### src/rtl/multicycle_ctrl_if.sv
// Control bus between the multicycle sequencer (master) and the datapath/ALU (slave).
// Carries opcode, ALU flag and stall inputs plus every strobe and debug output.
interface multicycle_ctrl_if;
  logic [10:0] Opcode;
  logic        Zero;
  logic        Stall;
  logic [3:0]  ALUCtrl;
  logic        ALUSrc;
  logic        Reg2Loc;
  logic        MemRead;
  logic        MemWrite;
  logic        MemToReg;
  logic        RegWrite;
  logic        IRWrite;
  logic        PCWrite;
  logic        PCSrc;
  logic        Illegal;
  logic [2:0]  State;
  logic [31:0] Retired;

  modport master (
    input  Opcode, Zero, Stall,
    output ALUCtrl, ALUSrc, Reg2Loc, MemRead, MemWrite, MemToReg,
           RegWrite, IRWrite, PCWrite, PCSrc, Illegal, State, Retired
  );

  modport slave (
    output Opcode, Zero, Stall,
    input  ALUCtrl, ALUSrc, Reg2Loc, MemRead, MemWrite, MemToReg,
           RegWrite, IRWrite, PCWrite, PCSrc, Illegal, State, Retired
  );
endinterface

### src/rtl/multicycle_ctrl.sv
// Moore control sequencer for the LEGv8 multicycle datapath, with retired-instruction counter.
// Optional macro MC_ILLEGAL_TRAP_EN: illegal opcodes park in TRAP instead of retiring as a NOP.
module multicycle_ctrl (
  input  logic              CLK,
  input  logic              ResetN,
  multicycle_ctrl_if.master bus
);
  typedef enum logic [2:0] {
    FETCH  = 3'd0,
    DECODE = 3'd1,
    EXEC   = 3'd2,
    MEM    = 3'd3,
    WB     = 3'd4,
    TRAP   = 3'd5
  } state_t;

  typedef enum logic [3:0] {
    CL_ILLEGAL, CL_LDUR, CL_STUR, CL_ADD, CL_SUB,
    CL_AND, CL_ORR, CL_MOVZ, CL_CBZ, CL_B
  } class_t;

  localparam logic [3:0] ALU_AND   = 4'b0000;
  localparam logic [3:0] ALU_OR    = 4'b0001;
  localparam logic [3:0] ALU_ADD   = 4'b0010;
  localparam logic [3:0] ALU_SUB   = 4'b0110;
  localparam logic [3:0] ALU_PASSB = 4'b0111;

  state_t      state, state_next;
  class_t      op_class, decoded_class;
  logic [31:0] retired;
  logic        retire;
  logic [3:0]  class_alu;
  logic        class_imm;
  logic [3:0]  alu_ctrl;
  logic        alu_src, reg2loc, mem_read, mem_write, mem_to_reg;
  logic        reg_write, ir_write, pc_write, pc_src, illegal;

  always_comb begin
    decoded_class = CL_ILLEGAL;
    casez (bus.Opcode)
      11'b11111000010: decoded_class = CL_LDUR;
      11'b11111000000: decoded_class = CL_STUR;
      11'b10001011000: decoded_class = CL_ADD;
      11'b11001011000: decoded_class = CL_SUB;
      11'b10001010000: decoded_class = CL_AND;
      11'b10101010000: decoded_class = CL_ORR;
      11'b110100101??: decoded_class = CL_MOVZ;
      11'b10110100???: decoded_class = CL_CBZ;
      11'b000101?????: decoded_class = CL_B;
      default:         decoded_class = CL_ILLEGAL;
    endcase
  end

  always_comb begin
    class_alu = ALU_ADD;
    case (op_class)
      CL_SUB:         class_alu = ALU_SUB;
      CL_AND:         class_alu = ALU_AND;
      CL_ORR:         class_alu = ALU_OR;
      CL_MOVZ, CL_CBZ: class_alu = ALU_PASSB;
      default:        class_alu = ALU_ADD;
    endcase
    class_imm = (op_class == CL_LDUR) || (op_class == CL_STUR) || (op_class == CL_MOVZ);
  end

  always_comb begin
    state_next = state;
    case (state)
      FETCH:  state_next = DECODE;
      DECODE: begin
        if (decoded_class == CL_ILLEGAL) begin
`ifdef MC_ILLEGAL_TRAP_EN
          state_next = TRAP;
`else
          state_next = FETCH;
`endif
        end else begin
          state_next = EXEC;
        end
      end
      EXEC: begin
        case (op_class)
          CL_LDUR, CL_STUR: state_next = MEM;
          CL_B, CL_CBZ:     state_next = FETCH;
          default:          state_next = WB;
        endcase
      end
      MEM:     state_next = (op_class == CL_LDUR) ? WB : FETCH;
      WB:      state_next = FETCH;
      TRAP:    state_next = TRAP;
      default: state_next = FETCH;
    endcase
    // Only real instructions retire; the illegal-opcode NOP leaves from DECODE.
    retire = (state_next == FETCH) && ((state == EXEC) || (state == MEM) || (state == WB));
  end

  always_ff @(posedge CLK or negedge ResetN) begin
    if (!ResetN) begin
      state    <= FETCH;
      op_class <= CL_ILLEGAL;
      retired  <= '0;
    end else if (!bus.Stall) begin
      state <= state_next;
      if (state == DECODE) op_class <= decoded_class;
      if (retire) retired <= retired + 32'd1;
    end
  end

  always_comb begin
    alu_ctrl   = ALU_ADD;
    alu_src    = 1'b0;
    reg2loc    = 1'b0;
    mem_read   = 1'b0;
    mem_write  = 1'b0;
    mem_to_reg = 1'b0;
    reg_write  = 1'b0;
    ir_write   = 1'b0;
    pc_write   = 1'b0;
    pc_src     = 1'b0;
    illegal    = 1'b0;
    case (state)
      FETCH: begin
        ir_write = 1'b1;
        pc_write = 1'b1;
      end
      EXEC: begin
        alu_ctrl = class_alu;
        alu_src  = class_imm;
        reg2loc  = (op_class == CL_STUR) || (op_class == CL_CBZ);
        if (op_class == CL_B) begin
          pc_write = 1'b1;
          pc_src   = 1'b1;
        end else if (op_class == CL_CBZ) begin
          pc_write = bus.Zero;
          pc_src   = 1'b1;
        end
      end
      MEM: begin
        alu_ctrl  = class_alu;
        alu_src   = class_imm;
        mem_read  = (op_class == CL_LDUR);
        mem_write = (op_class == CL_STUR);
      end
      WB: begin
        alu_ctrl   = class_alu;
        alu_src    = class_imm;
        reg_write  = 1'b1;
        mem_to_reg = (op_class == CL_LDUR);
      end
      TRAP: begin
`ifdef MC_ILLEGAL_TRAP_EN
        illegal = 1'b1;
`endif
      end
      default: ;
    endcase
    // Stall suppresses only the strobes that commit architectural state.
    if (bus.Stall) begin
      ir_write  = 1'b0;
      pc_write  = 1'b0;
      reg_write = 1'b0;
      mem_write = 1'b0;
    end
    if (!ResetN) begin
      alu_ctrl   = ALU_ADD;
      alu_src    = 1'b0;
      reg2loc    = 1'b0;
      mem_read   = 1'b0;
      mem_write  = 1'b0;
      mem_to_reg = 1'b0;
      reg_write  = 1'b0;
      ir_write   = 1'b0;
      pc_write   = 1'b0;
      pc_src     = 1'b0;
      illegal    = 1'b0;
    end
  end

  assign bus.ALUCtrl  = alu_ctrl;
  assign bus.ALUSrc   = alu_src;
  assign bus.Reg2Loc  = reg2loc;
  assign bus.MemRead  = mem_read;
  assign bus.MemWrite = mem_write;
  assign bus.MemToReg = mem_to_reg;
  assign bus.RegWrite = reg_write;
  assign bus.IRWrite  = ir_write;
  assign bus.PCWrite  = pc_write;
  assign bus.PCSrc    = pc_src;
  assign bus.Illegal  = illegal;
  assign bus.State    = state;
  assign bus.Retired  = retired;
endmodule

### src/flat_wrapper.sv
// flat-port wrapper written by rule: the top's interface ports become plain ports
module multicycle_ctrl_flat 
  (CLK, ResetN, bus_Opcode, bus_Zero, bus_Stall, bus_ALUCtrl, bus_ALUSrc, bus_Reg2Loc, bus_MemRead, bus_MemWrite, bus_MemToReg, bus_RegWrite, bus_IRWrite, bus_PCWrite, bus_PCSrc, bus_Illegal, bus_State, bus_Retired);
  multicycle_ctrl_if bus_i ();
  input  logic CLK;
  input  logic ResetN;
  input wire logic [$bits(bus_i.Opcode)-1:0] bus_Opcode;
  input wire logic [$bits(bus_i.Zero)-1:0] bus_Zero;
  input wire logic [$bits(bus_i.Stall)-1:0] bus_Stall;
  output wire logic [$bits(bus_i.ALUCtrl)-1:0] bus_ALUCtrl;
  output wire logic [$bits(bus_i.ALUSrc)-1:0] bus_ALUSrc;
  output wire logic [$bits(bus_i.Reg2Loc)-1:0] bus_Reg2Loc;
  output wire logic [$bits(bus_i.MemRead)-1:0] bus_MemRead;
  output wire logic [$bits(bus_i.MemWrite)-1:0] bus_MemWrite;
  output wire logic [$bits(bus_i.MemToReg)-1:0] bus_MemToReg;
  output wire logic [$bits(bus_i.RegWrite)-1:0] bus_RegWrite;
  output wire logic [$bits(bus_i.IRWrite)-1:0] bus_IRWrite;
  output wire logic [$bits(bus_i.PCWrite)-1:0] bus_PCWrite;
  output wire logic [$bits(bus_i.PCSrc)-1:0] bus_PCSrc;
  output wire logic [$bits(bus_i.Illegal)-1:0] bus_Illegal;
  output wire logic [$bits(bus_i.State)-1:0] bus_State;
  output wire logic [$bits(bus_i.Retired)-1:0] bus_Retired;
  assign bus_i.Opcode = bus_Opcode;
  assign bus_i.Zero = bus_Zero;
  assign bus_i.Stall = bus_Stall;
  assign bus_ALUCtrl = bus_i.ALUCtrl;
  assign bus_ALUSrc = bus_i.ALUSrc;
  assign bus_Reg2Loc = bus_i.Reg2Loc;
  assign bus_MemRead = bus_i.MemRead;
  assign bus_MemWrite = bus_i.MemWrite;
  assign bus_MemToReg = bus_i.MemToReg;
  assign bus_RegWrite = bus_i.RegWrite;
  assign bus_IRWrite = bus_i.IRWrite;
  assign bus_PCWrite = bus_i.PCWrite;
  assign bus_PCSrc = bus_i.PCSrc;
  assign bus_Illegal = bus_i.Illegal;
  assign bus_State = bus_i.State;
  assign bus_Retired = bus_i.Retired;
  multicycle_ctrl u_core (.CLK(CLK), .ResetN(ResetN), .bus(bus_i));
endmodule
### config.mk
export PLATFORM = sky130hd
export DESIGN_NAME = multicycle_ctrl_flat
export DESIGN_NICKNAME = d
export VERILOG_FILES = /design/src/rtl/multicycle_ctrl_if.sv /design/src/rtl/multicycle_ctrl.sv /design/src/flat_wrapper.sv
export SDC_FILE = /design/constraint.sdc
export NUM_CORES = 1
export LEC_CHECK = 0
export ABC_AREA = 1
export CAP_MARGIN = 10
export CORE_MARGIN = 2
export CORE_UTILIZATION = 40
export DETAILED_ROUTE_END_ITERATION = 8
export PLACE_DENSITY = 0.74
export SLEW_MARGIN = 20
export SYNTH_ARGS = -nofsm -noshare
export SYNTH_HDL_FRONTEND = slang
export SYNTH_SLANG_ARGS = --single-unit
### constraint.sdc
create_clock -name CLK -period 4.9 [get_ports CLK]
set_clock_uncertainty 0.15 [all_clocks]
set_input_delay 0.735 -clock CLK [delete_from_list [all_inputs] [get_ports CLK]]
set_output_delay 0.735 -clock CLK [all_outputs]
set_load 0.02 [all_outputs]
==> results of run 1 <==
per-layer routing:
metal / vias to the layer above / share of wire (%) / wire, um / track usage (%)
met1: 1431 / 48 / 3630 / 25.7
met2: 90 / 46 / 3440 / 30.5
met5: - / 0 / 0 / 0
li1: 1630 / - / - / -
met3: 9 / 4.5 / 342 / 2.67
met4: 0 / 1.4 / 104 / 6.28
power by group through the flow:
stage	clock network [uW]	registers [uW]	logic, uW
finish	246	361	172
global route	260	363	192
CTS	249	361	173
detailed placement	0	367	172
global placement	0	366	170
floorplan	0	374	101
cells in the final DEF, fill, tap and decap left out, drive strengths merged:
master / n
a31oi: 1
nand3b: 5
a21boi: 1
inv: 50
a21oi: 5
nor2b: 1
nor4: 2
nor3: 18
nand2: 187
nor2: 77
nand4: 2
dfrtp: 39
nand3: 61
o21ai: 8
clkdlybuf4s50: 60
buf: 3
xor2: 13
ha: 1
xnor2: 1
clkbuf: 7
conb: 2
clkinvlp: 1
sequential cells by signal, indices dropped and copies added (netlist names):
| name | count |
|---|---|
| u_core.bus.Retired | 32 |
| u_core.op_class | 4 |
| u_core.bus.State | 3 |
metrics by stage:
stage | hold slack [ns] | cells | total power, uW | area [sq um]
after floorplan | 0.289 | 486 | 476 | 3010
after global placement | 0.348 | 636 | 535 | 3650
after detailed placement | 0.357 | 636 | 539 | 3650
after CTS | 0.0938 | 644 | 783 | 3760
after global routing | 0.0985 | 644 | 815 | 3760
final | 0.102 | 644 | 779 | 3760
final cells by class:
type                            instances  area (sq um)
Tap cell                               99           124
Fill cell                             760          3500
Clock buffer                            7          96.3
Timing Repair Buffer                   63           621
Inverter                               50           188
Clock inverter                          1          7.51
Sequential cell                        39           976
Multi-Input combinational cell        385          1740
worst max-delay path: cells and delay by family:
kind	cells	cell delay [ns]
simple gates	2	0.40
buf+inv	3	1.19
path summary, 6_finish.rpt:
kind                       depth (start not counted)                 from                     end
max                                                5            bus_Stall            bus_MemWrite
min                                                1               ResetN      u_core.op_class[0]
max reg2reg                                        8  u_core.bus.State[1]  u_core.bus.Retired[20]
min reg2reg                                        2   u_core.op_class[2]      u_core.op_class[2]
max in group asynchronous                          2               ResetN  u_core.bus.Retired[22]
min in group CLK                                   2   u_core.op_class[2]      u_core.op_class[2]
cell families (layout without fill, tap and decap cells):
kind of cell | count (synthesis) | count (layout) | share of synthesized area (%)
buf+inv | 62 | 121 | 9.65
xor+xnor | 14 | 14 | 4.08
flops | 39 | 39 | 32.5
simple gates | 353 | 353 | 50.6
compound gates | 15 | 15 | 2.62
other cells | 1 | 2 | 0.125
fa+ha+maj | 1 | 1 | 0.416
==> flow_results.org, run 1 <==
** Run status
- Run status :: complete, no violations

** Worst setup path
- Setup slack on the worst flop-to-flop path :: between 2 and 3 ns
- The critical path is of the input pin to output pin type.
- CP Launch Type :: input pin
- STA puts the critical path data arrival time at ~2.3 ns.
- The critical path goes through clkdlybuf4s50_1 -> nor2_1 -> inv_1 -> nor4_1 -> clkdlybuf4s50_1.
- Largest driver fanout on the critical path :: 4
- The largest single stage delay on the critical path is 0.65 ns.
- Data on the critical path is required at its endpoint by 4.01 ns.
- Most frequent CP cell :: sky130_fd_sc_hd__clkdlybuf4s50_1
- STA classifies the critical path endpoint as an output pin.
- Critical-path cell with the highest stage delay :: sky130_fd_sc_hd__clkdlybuf4s50_1

** Pwr
- Flop pwr share :: 46.3%
- Power density of the placed cells :: 207 mW/mm^2
- Part of the total power dissipated in combinational logic :: 22.1%
- The clock network burns 31.6% of the power.
- Net Switching :: 249 uW
- Cell internal power was estimated by the tool at 530 uW.
- The analysis attributes to cell leakage a power of 0.00174 uW.
- The worst-case IR drop observed on VDD is 0.0000906 V.
- Switching Share :: 32.0%

** Clock tree
- Clock-pin slew was measured on the worst setup and hold paths at about 0.07 ns.
- Clock latency on the worst-skew pair, taken at its later pin, is 0.30 ns.
- Number of buffers created by CTS :: 5
- Post-CTS resize count :: 0
- Clock root cell :: sky130_fd_sc_hd__clkbuf_8
- Buffers from clock root to sink, at most :: 2
- Count of hold buffers inserted by post-cts repair :: 0
- Level count of the clock H-tree :: 2
- Number of post-CTS setup repair buffers :: 0
- TritonCTS built the clock tree.
- Clock tree sinks :: 39

** Synthesis
- Post-Synthesis Cells :: 485
- Share of synthesized area occupied by flip-flops and latches :: 32.5%
- Number of library cell types mapped by synthesis :: 26
- Biggest area consumer among synthesized cells :: sky130_fd_sc_hd__dfrtp_1
- The Yosys step of the flow raised 0 warnings.
- Most frequent cell after synthesis :: sky130_fd_sc_hd__nand2_1
- In the synthesized netlist the async set-or-reset flop fraction comes to 100%.
- Ranked by total cell area, the synthesized netlist is headed by sky130_fd_sc_hd__dfrtp_1, sky130_fd_sc_hd__nand2_1, sky130_fd_sc_hd__nand3_1.
- A synthesized cell averages 6.20 sq um.
- In this run the biggest area consumer among cell types represents around a third of the synthesized area.
- Yosys reg bits :: 39
- Yosys mapped a number of flops with a built-in enable equal to 0.
- Netlist Area Pre-Place :: 0.00301 sq mm
- Most used flip-flop cell after synthesis :: sky130_fd_sc_hd__dfrtp_1
- In the synthesized netlist, the cells that appear most often are sky130_fd_sc_hd__nand2_1, sky130_fd_sc_hd__nor2_1, sky130_fd_sc_hd__nand3_1.

** STA
- In the post-route analysis, the smallest setup slack over all paths is roughly 1.7 ns.
- Fin Setup TNS :: 0 ns
- Setup violations remaining at the end of the flow were counted as 0.
- Measured against its own limit, the worst slew margin works out to 53.7%.
- Of the available clock period, the critical path in the final layout requires 65.3%.
- Maximum frequency from static timing analysis :: 0.313 GHz
- The hold violation total from the final report was 0.
- Shortest clock period the worst path allows after layout :: 3.20 ns
- Pins Over Slew Limit :: 0
- Worst slew pin tran :: 0.693 ns
- Setup repair after global routing left no endpoint under its margin.

** Detailed routing
- Antenna violation net count after detailed routing :: 0
- Drc violations :: 0
- Across all layers, the routed design uses 3160 vias.
- In the routed layout, each cell is associated on average with a via count of 4.91.
- Routed Wire Length :: 7.52 mm
- The first TritonRoute pass finished after 5 iterations.
- Violation count after the first detailed-routing iteration :: 125
- Dividing the detail-routed wire length by the instance count gives approximately 12 um.

** GRT
- Global routing used a little under a fifth of the available tracks.
- Grt total ovfl :: 0
- The number of antenna violations at the first check in global routing was 0.
- Number of global-route vias before repair :: 2830
- Largest net degree at the start of global routing :: 38
- The first global-routing pass estimated 12.9 mm of wire.

** Placement
- Placed wire-length estimate after detailed placement :: 5.91 mm
- OpenSTA, run right after detailed placement, puts the worst setup slack at 1.69 ns.
- Final Wtd Congestion :: 0.937
- Port Buf Inserts :: 61

** Finish
- Util after Layout :: 51.8%
- Share of cells above drive strength 1 :: 6.24%
- In the final design database the tool counted 560 nets.
- Number of inserted diodes :: 0
- Area delta synth->final :: 24.9%

** Die
- Overall die area :: about 0.0082 sq mm
- Measured along the x axis, the die boundary spans 90.7 um.
- Placeable core area :: 0.00725 sq mm
- Height of the chip :: 90.7 um
- The initialized floorplan defines 31 standard-cell rows.
- Number of top-level pins :: 64
- Starting density of the core :: 41.5%

** Run
- Max cap viols :: 0

** Min path
- Hold WC Path Type :: input pin to asynchronous set/reset pin
No activity file was read; power rests on OpenSTA's default activity.
==> run 2, diff against run 1 <==
--- a/config.mk
+++ b/config.mk
@@ -10,7 +10,7 @@
 export CORE_MARGIN = 2
 export CORE_UTILIZATION = 40
 export DETAILED_ROUTE_END_ITERATION = 8
-export PLACE_DENSITY = 0.74
+export PLACE_DENSITY = 0.77
 export SLEW_MARGIN = 20
 export SYNTH_ARGS = -nofsm -noshare
 export SYNTH_HDL_FRONTEND = slang
==> constraint.sdc (replaced) <==
create_clock -name CLK -period 2.6 [get_ports CLK]
set_clock_uncertainty 0.15 [all_clocks]
set_input_delay 0.39 -clock CLK [delete_from_list [all_inputs] [get_ports CLK]]
set_output_delay 0.39 -clock CLK [all_outputs]
set_load 0.02 [all_outputs]
==> flow_results.org, run 2 (synthesis results as in run 1) <==
** Run status
- Run status :: complete, no violations

** Die
- The die span in x is 90.7 um (unchanged).
- Height of the chip :: 90.7 um (unchanged)
- Overall die area :: 0.00823 sq mm (unchanged)
- The site row count was 31 (unchanged).
- The starting density of the core was 41.5% (unchanged).
- The core footprint was 0.00725 sq mm (unchanged).
- Number of top-level pins :: 64 (unchanged)

** Worst setup path
- Data required time of the worst path :: 2.06 ns (-1.95 ns)
- For this design, the slowest cell found on the critical path is sky130_fd_sc_hd__clkdlybuf4s50_1.
- Critical path, cell by cell :: inv_2 -> nand3_1 -> inv_1 -> o21ai_0 -> nand2_1 -> clkdlybuf4s50_1
- In this run the critical register-to-register path is launched from u_core.bus.Retired[0].
- The largest fanout on the critical path is 4 (unchanged).
- CP endpoint kind :: output pin
- The data arrival time of the critical path came to 1.93 ns (-0.38 ns).
- The largest stage delay on the critical path is 0.54 ns (-0.11 ns).
- The worst setup path is launched from a flip-flop.
- The critical path starts at u_core.op_class[1].
- Setup Crit Path Kind :: flip-flop to output pin
- Among cell families on the critical path, the largest total delay comes from buffers and inverters.
- Worst Path Buf+Inv :: 3 (unchanged)

** STA
- Number of endpoints with negative hold slack in the final report :: 0 (unchanged)
- The routed design could run at a clock period as short as around 2.5 ns.
- Worst-case headroom to the max-slew limit :: 59.4% (+5.7 points)
- The total count of max-transition violations in the final report is 0 (unchanged).
- The post-route setup TNS came to 0 ns (unchanged).
- Share of the cycle needed by the critical path after routing :: 95.1%
- Setup repair after global routing left no endpoint under its margin.
- Worst slew pin tran :: 0.604 ns (-0.0884 ns)
- Setup Viol. Count Final :: 0 (unchanged)
- Static timing analysis puts the maximum clock frequency at approximately 0.4 GHz.

** Clock tree
- The register clock-pin slew on the reported worst setup and hold paths came to 0.08 ns (about the same).
- TritonCTS clock tree :: yes
- Clock tree sinks :: 39 (unchanged)
- The number of CTS-inserted buffers was 5 (unchanged).
- The clock latency on the worst-skew pair was 0.30 ns (about the same).
- The cell sitting at the root of the clock tree is a sky130_fd_sc_hd__clkbuf_8.
- The maximum root-to-sink buffer count was 2 (unchanged).
- Number of post-CTS setup repair buffers :: 0 (unchanged)
- Level count of the clock H-tree :: 2 (unchanged)

** Pwr
- The largest voltage drop on the vdd net came to 0.000223 V (+150%).
- The static power due to leakage was 0.00185 uW (+6.2%).
- The power per standard cell area is 423 mW/mm^2 (+100%).

** Finish
- The count of fill cells added during filler insertion came to 758 (-0.26%).
- Max FFs per register :: 32 (unchanged)
- The share of post-route cells with drive strength above 1 came to 6.90% (+0.66 points).
- The final instance count without filler cells came to 650 (+0.93%).
- The number of antenna diodes came to 0 (unchanged).
- The library cell used most frequently in the layout, excluding fill and tap cells, is sky130_fd_sc_hd__nand2_1.
- Area delta synth->final :: 27.6%
- In the layout the commonest cells are sky130_fd_sc_hd__nand2_1, sky130_fd_sc_hd__nor2_1, sky130_fd_sc_hd__nand3_1.
- The final net count was 566 (+1.1%).

** Detailed routing
- The via-per-instance ratio is 4.96 (+1.0%).
- The number of detailed-routing iterations run before antenna repair came to 6 (+1).
- Routed Wire Length :: 7.88 mm (+4.7%)
- The violation count after the first detailed-routing iteration is 156 (+25%).
- Antenna violation net count after detailed routing :: 0 (unchanged)
- Drc violations :: 0 (unchanged)
- DR vias :: 3222 (+2.0%)
- The mean routed wirelength per cell was 12.1 um (+3.8%).

** Min path
- Hold WC Path Type :: input pin to asynchronous set/reset pin

** GRT
- Initial antenna violation count :: 0 (unchanged)
- The maximum number of pins on one net before global-route repair was 35 (-7.9%).
- The aggregate global-route resource usage was 19.9% (+1.0 points).
- Number of global-route vias before repair :: 3022 (+6.8%)
- Grt total ovfl :: 0 (unchanged)
- Wire length of the first global-routing pass :: 13.7 mm (+6.2%)

** Run
- The max-cap check violation count is 0 (unchanged).

** Placement
- The routability congestion estimate from global placement was 0.972 (+3.7%).
- Placed wire-length estimate after detailed placement :: 6.19 mm (+4.7%)
- The number of buffers inserted by port buffering was 61 (unchanged).
- The instance count after placement with tap cells included is 641 (+0.79%).
==> run 2: worst register-to-register path, stage by stage, from the launching register on <==
cell,delay [ns]
sky130_fd_sc_hd__dfrtp_1,0.43
sky130_fd_sc_hd__ha_1,0.30
sky130_fd_sc_hd__inv_1,0.13
sky130_fd_sc_hd__nor2_4,0.21
sky130_fd_sc_hd__inv_2,0.07
sky130_fd_sc_hd__nor3_1,0.51
sky130_fd_sc_hd__nand2_1,0.11
sky130_fd_sc_hd__nand2_1,0.07
sky130_fd_sc_hd__nand2_1,0.04
sky130_fd_sc_hd__nand3_1,0.07
sky130_fd_sc_hd__nand2_1,0.05
==> run 2: power breakdown <==
part	internal, uW	switching, uW	total, uW
logic	128	217	344
clock network	384	222	606
registers	638	35.2	673
total	1150	474	1620
==> run 2: area by class of cell <==
class	count	area, sq um	share of cell area [%]
Clock inverter	2	60.1	1.57
Sequential cell	39	976	25.4
Clock buffer	6	72.6	1.89
Timing Repair Buffer	69	673	17.5
Tap cell	99	124	3.23
Inverter	50	188	4.89
Multi-Input combinational cell	385	1740	45.5
==> run 2: what timing repair did <==
item	CTS	global route
setup endpoints to repair	2	4
resized for setup	2	4
hold endpoints to repair	5	0
hold buffers	1	0
==> run 2: through the flow <==
step	hold WS, ns	cell area [sq um]	setup WS [ns]	util (%)	total power (uW)
final	0.0621	3840	0.127	52.9	1620
after global routing	0.103	3840	0.0146	52.9	1700
after CTS	0.0768	3830	0.0465	52.8	1630
after detailed placement	0.105	3690	0.160	50.9	1030
after global placement	0.101	3690	0.200	50.9	1020
after floorplan	-0.0556	3010	0.481	-	897
==> run 2: final timing paths <==
kind                       depth (start not counted)                     end  slack [ns]
setup / recovery                                   6          bus_ALUCtrl[1]        0.13
hold / removal                                     2   u_core.bus.Retired[0]        0.06
setup reg to reg                                  10  u_core.bus.Retired[30]        0.35
hold reg to reg                                    2  u_core.bus.Retired[31]        0.37
max in group asynchronous                          2      u_core.op_class[1]        1.67
min in group CLK                                   2  u_core.bus.Retired[31]        0.37
==> run 2: layer usage <==
layer	track usage (%)	vias to the layer above	part of all wire (%)
li1	-	1646	-
met1	26.0	1480	46
met2	33.1	85	46
met3	3.84	11	6.0
met4	6.03	0	1.6
met5	0	-	0
